$ cat src/rtl/uart_cmd_parser.sv
// uart_cmd_parser: byte-stream command parser that forwards data bytes and programs per-channel rate codes
module uart_cmd_parser #(
  parameter int          NUM_CH  = 4,
  parameter int          RATE_W  = 2,
  parameter logic [31:0] TIMEOUT = 32'd50000000
) (
  input  logic                     clk,
  input  logic                     reset,
  input  logic [7:0]               rx_data,
  input  logic                     rx_valid,
  output logic [7:0]               data_out,
  output logic                     data_valid,
  output logic [NUM_CH*RATE_W-1:0] rate,
  output logic                     mode_active,
  output logic                     start,
  output logic                     cmd_err
);
  localparam int CH_W = NUM_CH > 1 ? $clog2(NUM_CH) : 1;
  typedef enum logic [1:0] {NORMAL, SEL_CH, SEL_RATE} state_t;
  state_t                          state, nxt;
  logic [CH_W-1:0]                 ch;
  logic [31:0]                     idle;
  logic [NUM_CH-1:0][RATE_W-1:0]   rate_r;
  logic [7:0]                      dig;
  logic                            is_m, is_f, is_dig, tmo, fwd, bad_ch, wr_rate;
  logic [RATE_W-1:0]               code;
  assign rate = rate_r;
  // byte classification, rate code mapping and next-state selection
  always_comb begin
    dig     = rx_data - 8'h30;
    is_m    = rx_data == 8'h4D || rx_data == 8'h6D;
    is_f    = rx_data == 8'h46 || rx_data == 8'h66;
    is_dig  = dig < 8'(NUM_CH);
    tmo     = !rx_valid && state != NORMAL && idle == TIMEOUT - 32'd1;
    fwd     = rx_valid && state == NORMAL && !is_m && !is_f && rx_data != 8'h00;
    bad_ch  = rx_valid && state == SEL_CH && !is_f && !is_dig;
    wr_rate = rx_valid && state == SEL_RATE && !is_f;
    code    = rx_data == 8'h31 ? RATE_W'(0) :
              rx_data == 8'h35 ? RATE_W'(1) :
              (rx_data == 8'h41 || rx_data == 8'h61) ? RATE_W'(2) : '1;
    nxt     = !rx_valid ? (tmo ? NORMAL : state) :
              state == NORMAL ? (is_m ? SEL_CH : NORMAL) :
              is_f ? NORMAL :
              state == SEL_CH ? (is_dig ? SEL_RATE : SEL_CH) : SEL_CH;
  end
  // state, idle counter and all registered outputs
  always_ff @(posedge clk or negedge reset) begin
    if (!reset) begin
      state       <= NORMAL;
      ch          <= '0;
      idle        <= '0;
      rate_r      <= '0;
      data_out    <= 8'h00;
      data_valid  <= 1'b0;
      cmd_err     <= 1'b0;
      mode_active <= 1'b0;
      start       <= 1'b1;
    end else begin
      state       <= nxt;
      mode_active <= nxt != NORMAL;
      start       <= nxt == NORMAL;
      idle        <= (rx_valid || tmo || state == NORMAL) ? '0 : idle + 32'd1;
      data_valid  <= fwd;
      cmd_err     <= tmo || bad_ch;
      if (fwd) data_out <= rx_data;
      if (rx_valid && state == SEL_CH && is_dig) ch <= dig[CH_W-1:0];
      if (wr_rate) rate_r[ch] <= code;
    end
  end
endmodule

$ cat config.mk
export PLATFORM = sky130hd
export DESIGN_NAME = uart_cmd_parser
export DESIGN_NICKNAME = d
export VERILOG_FILES = /design/src/rtl/uart_cmd_parser.sv
export SDC_FILE = /design/constraint.sdc
export NUM_CORES = 1
export LEC_CHECK = 0
export CELL_PAD_IN_SITES_DETAIL_PLACEMENT = 1
export CELL_PAD_IN_SITES_GLOBAL_PLACEMENT = 1
export CORE_AREA = 2 2 63 125
export CTS_CLUSTER_DIAMETER = 60
export CTS_CLUSTER_SIZE = 40
export DETAILED_ROUTE_END_ITERATION = 10
export DIE_AREA = 0 0 65 127
export GPL_TIMING_DRIVEN = 0
export PLACE_DENSITY = 0.77
export SLEW_MARGIN = 5
export SYNTH_ARGS = -nofsm -noshare
export SYNTH_HDL_FRONTEND = slang
export SYNTH_SLANG_ARGS = --single-unit
export TNS_END_PERCENT = 20
$ cat constraint.sdc
create_clock -name clk -period 1.85 [get_ports clk]
set_input_delay 0.37 -clock clk [delete_from_list [all_inputs] [get_ports clk]]
set_output_delay 0.37 -clock clk [all_outputs]
set_load 0.01 [all_outputs]
== After elaboration in Yosys (flattened, before gate mapping) ==
Index checks and enable logic that the tools add are counted.
Widths: inputs -> output; s select.
Operators by class
  add/subtract/negate cells: 2
  magnitude comparators: 3
  eq/ne operators: 11
  multiplexer cells: 14
  reductions and logical operators: 28
Operator list (count)
  $eq 8x7->1 const B: 6
  $add 32x1->32 const B: 1
  $eq 32x26->1 const B: 1
  $mux 32: 1
  $mux 2: 9
  $eq 8x6->1 const B: 2
  $logic_and 1x1->1: 13
  $bwmux 8: 1
  $lt 8x3->1 const B: 1
  $reduce_bool 8->1: 1
  $sub 8x6->8 const B: 1
  $logic_or 1x1->1: 6
  $demux 2 s2: 1
  $logic_not 1->1: 4
  $logic_not 2->1: 2
  $reduce_bool 2->1: 2
  $lt 2x3->1 const B: 1
  $eq 2x1->1 const B: 1
  $eq 2x2->1 const B: 1
  $ge 2x1->1 const B: 1
  $mux 1: 2
Storage, ports and cells
  flip-flop bits (word level): 56
  input port bits: 11
  output and inout bits: 20
  logic and storage cells: 70

== Logic depth before layout (Yosys ltp) ==
Gate-level depths: netlist of run 1.
  depth after elaboration: 8
  mapped depth: 6
  gate-level depth less buffers: 5

== Worst setup path after synthesis of run 1 ==
OpenSTA, ideal clock, no wires.
  path type: input-to-reg
  from: in rx_data[7]
  to: reg data_out[0]
  setup time: 0.125 ns
  arrival time: 1.628 ns
  data required time: 1.725 ns
  setup slack: 0.097 ns
  stages: 5
  path buffers: 1
  cells stage by stage: and4bb_2 -> a31oi_1 -> nor3b_2 -> buf_6 -> mux2_4
Between the ends
  word-level cells in the longest chain between the ends: 6
  elaborated cells between the ends (all ways): 12
  classes of those cells: eq/ne: 4; reduce/logical: 8
RTL lines
  from (decl): line 9  | input logic [7:0] rx_data,
  $eq 8x7->1: line 31  | is_m = rx_data == 8'h4D || rx_data == 8'h6D;
  $logic_or 1x1->1: line 31
  $logic_not 1->1: line 35  | fwd = rx_valid && state == NORMAL && !is_m && !is_f && rx_data != 8'h00;
  $logic_and 1x1->1 (2 in series): line 35
  $logic_and 1x1->1 (*): line 35
  via fwd: line 25  | logic is_m, is_f, is_dig, tmo, fwd, bad_ch, wr_rate;
  to (signal assigned): line 65  | if (fwd) data_out <= rx_data;
  to (decl): line 11  | output logic [7:0] data_out,
The timed path passes the listed nets; every way through them passes the cells marked *.
A chain may end at the register's enable or synchronous reset.

== Worst setup path in the final report of run 1 ==
  from: reg idle[31]
  to: reg mode_active
Between the ends
  word-level cells in the longest chain between the ends: 5
RTL lines
  from (decl): line 22  | logic [31:0] idle;
  from (signal assigned): line 62  | idle <= (rx_valid || tmo || state == NORMAL) ? '0 : idle + 32'd1;
  $eq 32x26->1: line 34  | tmo = !rx_valid && state != NORMAL && idle == TIMEOUT - 32'd1;
  $logic_and 1x1->1: line 34
  $mux 2 (2 in series): line 41  | nxt = !rx_valid ? (tmo ? NORMAL : state) :
  $reduce_bool 2->1: line 60  | mode_active <= nxt != NORMAL;
  to (signal assigned): line 56  | mode_active <= 1'b0;
  to (signal assigned): line 60
  to (decl): line 14  | output logic mode_active,
Every way passes these cells.

==> results of run 1 <==
## flip-flops by register name, summed over array words and instances (netlist names)
name,cells
ch,2
cmd_err,1
data_out,8
data_valid,1
idle,32
mode_active,1
rate,8
start,1
state,2
## where the power goes
group	switching, mW	total, mW	internal (mW)
registers	0.0430	1.34	1.29
clock network	0.424	0.930	0.506
logic	0.204	0.476	0.272
## cell type report
class	instances	share of cell area
Sequential cell	56	0.379
Tap cell	92	0.0310
Multi-Input combinational cell	186	0.401
Buffer	9	0.0273
Timing Repair Buffer	44	0.118
Clock buffer	8	0.0367
Inverter	7	0.00707
## layer usage
metal | track usage | vias to the layer above | wire, um
li1 | - | 1078 | -
met1 | 0.205 | 1203 | 2800
met2 | 0.403 | 44 | 4680
met3 | 0.0308 | 13 | 217
met4 | 0.0826 | 0 | 190
met5 | 0 | - | 0
## worst min path at each step
stage,slack (ns),startpoint,endpoint
after floorplan,0.07,reset,ch[0]$_DFFE_PN0P_
after global placement,0.49,rate[4]$_DFFE_PN0P_,rate[4]$_DFFE_PN0P_
after detailed placement,0.38,reset,idle[5]$_DFF_PN0_
after CTS,0.06,reset,idle[9]$_DFF_PN0_
after global routing,0.08,reset,idle[27]$_DFF_PN0_
final,0.05,reset,idle[10]$_DFF_PN0_
## metrics by stage
stage / util / hold slack (ns)
CTS: 0.503 / 0.0648
detailed placement: 0.454 / 0.381
floorplan: - / 0.0744
global route: 0.515 / 0.0818
global placement: 0.451 / 0.489
finish: 0.515 / 0.0528
## cell usage after synthesis, drive strengths merged, types with 2 or more instances
cell type	number	area, um2
inv	7	26.3
o21ai	9	45.0
o211ai	2	15.0
a31oi	2	12.5
and2	3	18.8
or4	12	97.6
buf	8	55.1
and3	8	50.1
nor4	2	12.5
nor4b	2	17.5
nand3	11	55.1
nor3	4	25.0
a311o	2	21.3
nand3b	2	15.0
nand4b	2	17.5
o31ai	10	75.1
nand2	10	37.5
nand4	15	128
dfrtp	55	1380
nor2	18	67.6
xnor2	4	35.0
xor2	8	70.1
mux2	18	233
a21oi	19	103
and4	4	37.5
or3	9	62.6
or4b	2	20.0
## cells in the final DEF (no fill, tap or decap), types with 3 or more instances in the layout
cell and n:
a21oi_1 13, a21oi_2 6, and3_1 6, buf_4 12, buf_6 3, buf_8 3
clkbuf_1 3, clkbuf_16 5, clkdlybuf4s50_1 21, dfrtp_1 52, dfrtp_2 3, dlygate4sd2_1 4
inv_1 7, mux2_2 10, mux2_4 8, nand2_1 10, nand3_1 9, nand4_1 11
nand4_4 3, nor2_1 18, o21ai_0 9, o31ai_1 10, or3_1 6, or4_1 8
or4_4 4, xnor2_1 4, xor2_1 8
## cells by family after synthesis
| logic type | after synthesis | share of synthesized area |
|---|---|---|
| fa+ha+maj | 1 | 0.00440 |
| mux | 18 | 0.0819 |
| simple gates | 107 | 0.244 |
| flops | 56 | 0.494 |
| compound gates | 48 | 0.109 |
| xor+xnor | 12 | 0.0370 |
| buf+inv | 16 | 0.0300 |
## worst register-to-register path: stages (launching register included)
cell and delay, ns:
dfrtp_1 0.40, or4_4 0.57, nor3_4 0.24, a311o_2 0.24, buf_4 0.14, buf_16 0.12, o211ai_1 0.08
## timing repair
item / 4_1_cts / 5_1_grt
endpoints found under the setup margin: 51 / 48
gates cloned: 2 / 0
resized for setup: 38 / 21
pin swaps: 7 / 3
buffers inserted: 8 / 3
==> results.sh, run 1 <==
export IMPL_drv_slew=0
export IMPL_post_synth_edffs=0
export IMPL_critPathBufInv=2
export IMPL_grt_start_max_net_pins=37
export IMPL_ctsRootBufferMaster="clkbuf_16"
export IMPL_diodes_inserted=0
export IMPL_postLayoutSetupSlackWorst_ns=-0.0586
export IMPL_worst_ep_required_time_ns=2.02
export IMPL_setup_violations_final=30
export IMPL_firstDrtPassIters=4
export IMPL_seq_area_frac_synth=0.494
export IMPL_core_area_um2=7210
export IMPL_critical_path_top_delay_family="simple AND/OR/NAND/NOR gates"
export IMPL_synthDistinctLibCells=50
export IMPL_final_area_um2=3710
export IMPL_first_pass_grt_wire_length_mm=12.9
export IMPL_cp_cell_sequence="or4_4 > nor3_4 > a311o_2 > buf_4 > buf_16 > o211ai_1"
export IMPL_routed_via_count=2338
export IMPL_grt_use_total=0.205
export IMPL_chipHeight_um=127
export IMPL_power_leakage_nw=1.53
export IMPL_final_nets=321
export IMPL_initial_utilization=0.394
export IMPL_drc_errors=0
export IMPL_critical_path_max_stage_delay_ns=0.57
export IMPL_setup_worst_path_start_class="register"
export IMPL_first_global_vias=2597
export IMPL_fin_crit_sh=1.03
export IMPL_fin_skew_ns=0.00975
export IMPL_route_detailed_wl_per_inst_um=19.6
export IMPL_worstSkewPairLatency_ns=0.30
export IMPL_synth_area_um2=2840
export IMPL_yosys_register_bits=56
export IMPL_drt_initial_drc_count=74
export IMPL_pwr_density_cell_nw_per_um2=738
export IMPL_run_status="finished, violations left"
export IMPL_synthesis_area_per_instance_um2=11.0
export IMPL_tritoncts_num_buffers=5
export IMPL_syn2layout_area_growth_pct=30.8
export IMPL_startpoint="idle[31]$_DFF_PN0_"
export IMPL_transition_at_the_pin_with_the_smallest_max_transition_slack_ns=0.541
export IMPL_dpl_ws_ns=-0.764
export IMPL_yosys_warnings=0
export IMPL_synthCells=258
export IMPL_placement_rows=44
export IMPL_period_needed_ns=1.91
export IMPL_cell_area_after_placement_um2=3270
export IMPL_detail_route_antenna_nets=0
export IMPL_holdBufCountCts=0
export IMPL_hp_class="in2async"
export IMPL_worst_r2r_path_depth=6
export IMPL_grt_overflow=0
export IMPL_dp_final_hpwl_mm=5.38
export IMPL_rsz0062_at_grt="yes"
export IMPL_count_of_boundary_i_o_pins=31
export IMPL_seq_area_um2=1410
export IMPL_max_capacitance_violation_count=0
export IMPL_final_setup_tns_ns=-0.888
export IMPL_failed_checks="setup timing"
export IMPL_drt_vias_per_instance=5.82
export IMPL_synth_flop_cell="dfrtp_1"
export IMPL_layout_filler_cells=768
export IMPL_finalNonFillerCells=402
export IMPL_r2r_start="idle[31]$_DFF_PN0_"
export IMPL_timing_hold_violations_final=0
export IMPL_combined_area_of_the_multi_input_logic_cells_um2=1490
export IMPL_gp_routability_congestion=0.804
export IMPL_design_die_area_um2=8260
export IMPL_ir_worst_vdd_uv=536
export IMPL_port_buffers=30
export IMPL_path_class="reg2reg"
export IMPL_cp_endpoint="mode_active$_DFF_PN0_"
export IMPL_ctsHtreeMaxLevel=2
export IMPL_number_of_antenna_violations_at_the_first_check_in_global_routing=0
export IMPL_post_route_cells_drive_above_1_share=0.284
export IMPL_regToRegSetupSlack_ns=-0.06
export IMPL_critical_path_slowest_cell="or4_4"
export IMPL_wirelength_mm=7.88
export IMPL_dp_cells=381
export IMPL_async_reset_ff_frac=1.00
export IMPL_cts_tree="built"
export IMPL_timing_slew_headroom=0.639
export IMPL_max_freq_mhz=524
export IMPL_arrival_time_worst_endpoint_ns=2.08
export IMPL_clk_transition_reported_paths_ns=0.07
export IMPL_post_layout_total_power_mw=2.74
export IMPL_dieWidth_um=65
export IMPL_clock_tree_buffer_depth=2
export IMPL_cp_max_fo=5
export IMPL_setup_worst_path_end_class="register"
export IMPL_critical_path_cell_count=6
export IMPL_worstReg2RegEnd="mode_active$_DFF_PN0_"
export IMPL_syn_num_nets=270
export IMPL_cts_sinks=56
Power figures use the tool's default switching activity.
==> inputs of run 2 (changes only) <==
--- a/config.mk
+++ b/config.mk
@@ -14,7 +14,7 @@
 export DIE_AREA = 0 0 65 127
 export GPL_TIMING_DRIVEN = 0
 export PLACE_DENSITY = 0.77
-export SLEW_MARGIN = 5
+export SLEW_MARGIN = 10
 export SYNTH_ARGS = -nofsm -noshare
 export SYNTH_HDL_FRONTEND = slang
 export SYNTH_SLANG_ARGS = --single-unit
==> run 2 against run 1 <==
- the run now ends clean
- core utilization decreased by 1.5 points
- clock-buffer cell count unchanged
- final cell count decreased by 1.7%
- setup slack improved by 0.060 ns
- critical path type unchanged
- highest routed layer unchanged
==> results.sh, run 2 (synthesized netlist as in run 1, its figures left out) <==
export IMPL_chipHeight_um=127
export IMPL_firstDrtPassIters=4
export IMPL_fin_skew_ns=0.00759
export IMPL_largest_register="idle"
export IMPL_ir_worst_vdd_uv=561
export IMPL_fin_crit_sh=0.999
export IMPL_arrival_time_worst_endpoint_ns=2.02
export IMPL_dieWidth_um=65
export IMPL_ctsHtreeMaxLevel=2
export IMPL_largest_register_ff_count=32
export IMPL_clk_transition_reported_paths_ns=0.07
export IMPL_cts_tree="built"
export IMPL_diodes_inserted=0
export IMPL_layout_cells_most_common="dfrtp_1"
export IMPL_drv_slew=0
export IMPL_grt_use_total=0.198
export IMPL_first_global_vias=2485
export IMPL_run_status="completed"
export IMPL_syn2layout_area_growth_pct=26.9
export IMPL_cp_endpoint="idle[20]$_DFF_PN0_"
export IMPL_setup_worst_path_end_class="register"
export IMPL_detail_route_antenna_nets=0
export IMPL_dpl_ws_ns=-0.761
export IMPL_wirelength_mm=7.55
export IMPL_initial_utilization=0.394
export IMPL_power_leakage_nw=1.50
export IMPL_worst_ep_required_time_ns=2.02
export IMPL_timing_hold_violations_final=0
export IMPL_setup_violations_final=0
export IMPL_routed_via_count=2287
export IMPL_postLayoutSetupSlackWorst_ns=0.00108
export IMPL_ctsRootBufferMaster="clkbuf_16"
export IMPL_final_nets=314
export IMPL_path_class="reg2reg"
export IMPL_post_layout_total_power_mw=2.75
export IMPL_clock_tree_buffer_depth=2
export IMPL_gp_routability_congestion=0.804
export IMPL_dp_final_hpwl_mm=5.24
export IMPL_core_area_um2=7210
export IMPL_worstReg2RegEnd="idle[20]$_DFF_PN0_"
export IMPL_grt_overflow=0
export IMPL_max_freq_mhz=541
export IMPL_worstSkewPairLatency_ns=0.29
export IMPL_drt_vias_per_instance=5.79
export IMPL_post_route_cells_drive_above_1_share=0.248
export IMPL_timing_slew_headroom=0.513
export IMPL_placement_rows=44
export IMPL_setup_worst_path_start_class="register"
export IMPL_grt_start_max_net_pins=57
export IMPL_r2r_start="idle[31]$_DFF_PN0_"
export IMPL_port_buffers=30
export IMPL_hp_class="in2async"
export IMPL_cts_sinks=56
export IMPL_design_die_area_um2=8260
export IMPL_startpoint="idle[31]$_DFF_PN0_"
export IMPL_cp_max_fo=10
export IMPL_drc_errors=0
export IMPL_route_detailed_wl_per_inst_um=19.1
export IMPL_mostFrequentLayoutCells="dfrtp_1, clkdlybuf4s50_1, nor2_1, a21oi_1, nand4_1"
export IMPL_transition_at_the_pin_with_the_smallest_max_transition_slack_ns=0.730
export IMPL_rsz0062_at_grt="yes"
export IMPL_pwr_density_cell_nw_per_um2=764
export IMPL_tritoncts_num_buffers=5
export IMPL_number_of_antenna_violations_at_the_first_check_in_global_routing=0
export IMPL_drt_initial_drc_count=97
export IMPL_count_of_boundary_i_o_pins=31
export IMPL_worst_r2r_path_depth=5
export IMPL_first_pass_grt_wire_length_mm=12.5
export IMPL_period_needed_ns=1.85
export IMPL_max_capacitance_violation_count=0
export IMPL_regToRegSetupSlack_ns=0.001
run 2: changes by cell type in the layout (fill, tap and decap cells not counted), moves of 3 or more:
| cell | before | now |
|---|---|---|
| dfrtp_1 | 52 | 55 |
| buf_4 | 12 | 8 |
| buf_6 | 3 | 6 |
| dfrtp_2 | 3 | 0 |
run 2: worst max-delay path, stage by stage, from the launching register on:
cell and delay, ns:
dfrtp_1 0.40, or4_4 0.56, nor3_4 0.21, a311o_2 0.33, buf_6 0.18, a21oi_1 0.05
run 2: worst min path at each step:
| stage | end | slack (ns) | cells past startpoint |
|---|---|---|---|
| 2_1_floorplan | ch[0]$_DFFE_PN0P_ | 0.07 | 0 |
| 3_3_place_gp | rate[4]$_DFFE_PN0P_ | 0.49 | 1 |
| 3_5_place_dp | idle[5]$_DFF_PN0_ | 0.49 | 1 |
| 4_1_cts | idle[7]$_DFF_PN0_ | 0.17 | 1 |
| 5_1_grt | idle[2]$_DFF_PN0_ | 0.20 | 1 |
| 6_report | idle[2]$_DFF_PN0_ | 0.14 | 1 |
run 2: cell type report:
type,instances,area (um2)
plain buffers,9,87.6
clock buffers,8,146
fillers,790,3610
inverters,7,26.3
multi-input cells,186,1450
flip-flops and latches,56,1400
well taps,92,115
repair buffers,37,372
run 2: layer usage:
metal	track usage	wire (um)
met1	0.202	2740
met2	0.389	4500
met3	0.0308	161
met4	0.0713	151
met5	0	0
run 2: power by group:
part	switching (mW)	leakage [nW]	internal (mW)
logic	0.192	0.676	0.251
registers	0.0417	0.757	1.29
clock network	0.434	0.0712	0.542
run 2: repair_timing:
action                                  CTS  global route
buffers inserted                          4             1
gates cloned                              1             1
hold buffers                              0             0
pin swaps                                 6             3
endpoints found under the setup margin   51            43
gates resized for setup                  35            14
run 2: metrics by stage:
stage / util / hold WS (ns) / instance area (um2) / TNS, ns / cells
2_1_floorplan: - / 0.0744 / 2840 / 0 / 258
3_3_place_gp: 0.451 / 0.489 / 3260 / -94.56 / 380
3_5_place_dp: 0.451 / 0.485 / 3250 / -15.10 / 380
4_1_cts: 0.490 / 0.168 / 3530 / -0.0172 / 393
5_1_grt: 0.500 / 0.195 / 3600 / -2.42 / 395
6_report: 0.500 / 0.137 / 3600 / 0 / 395
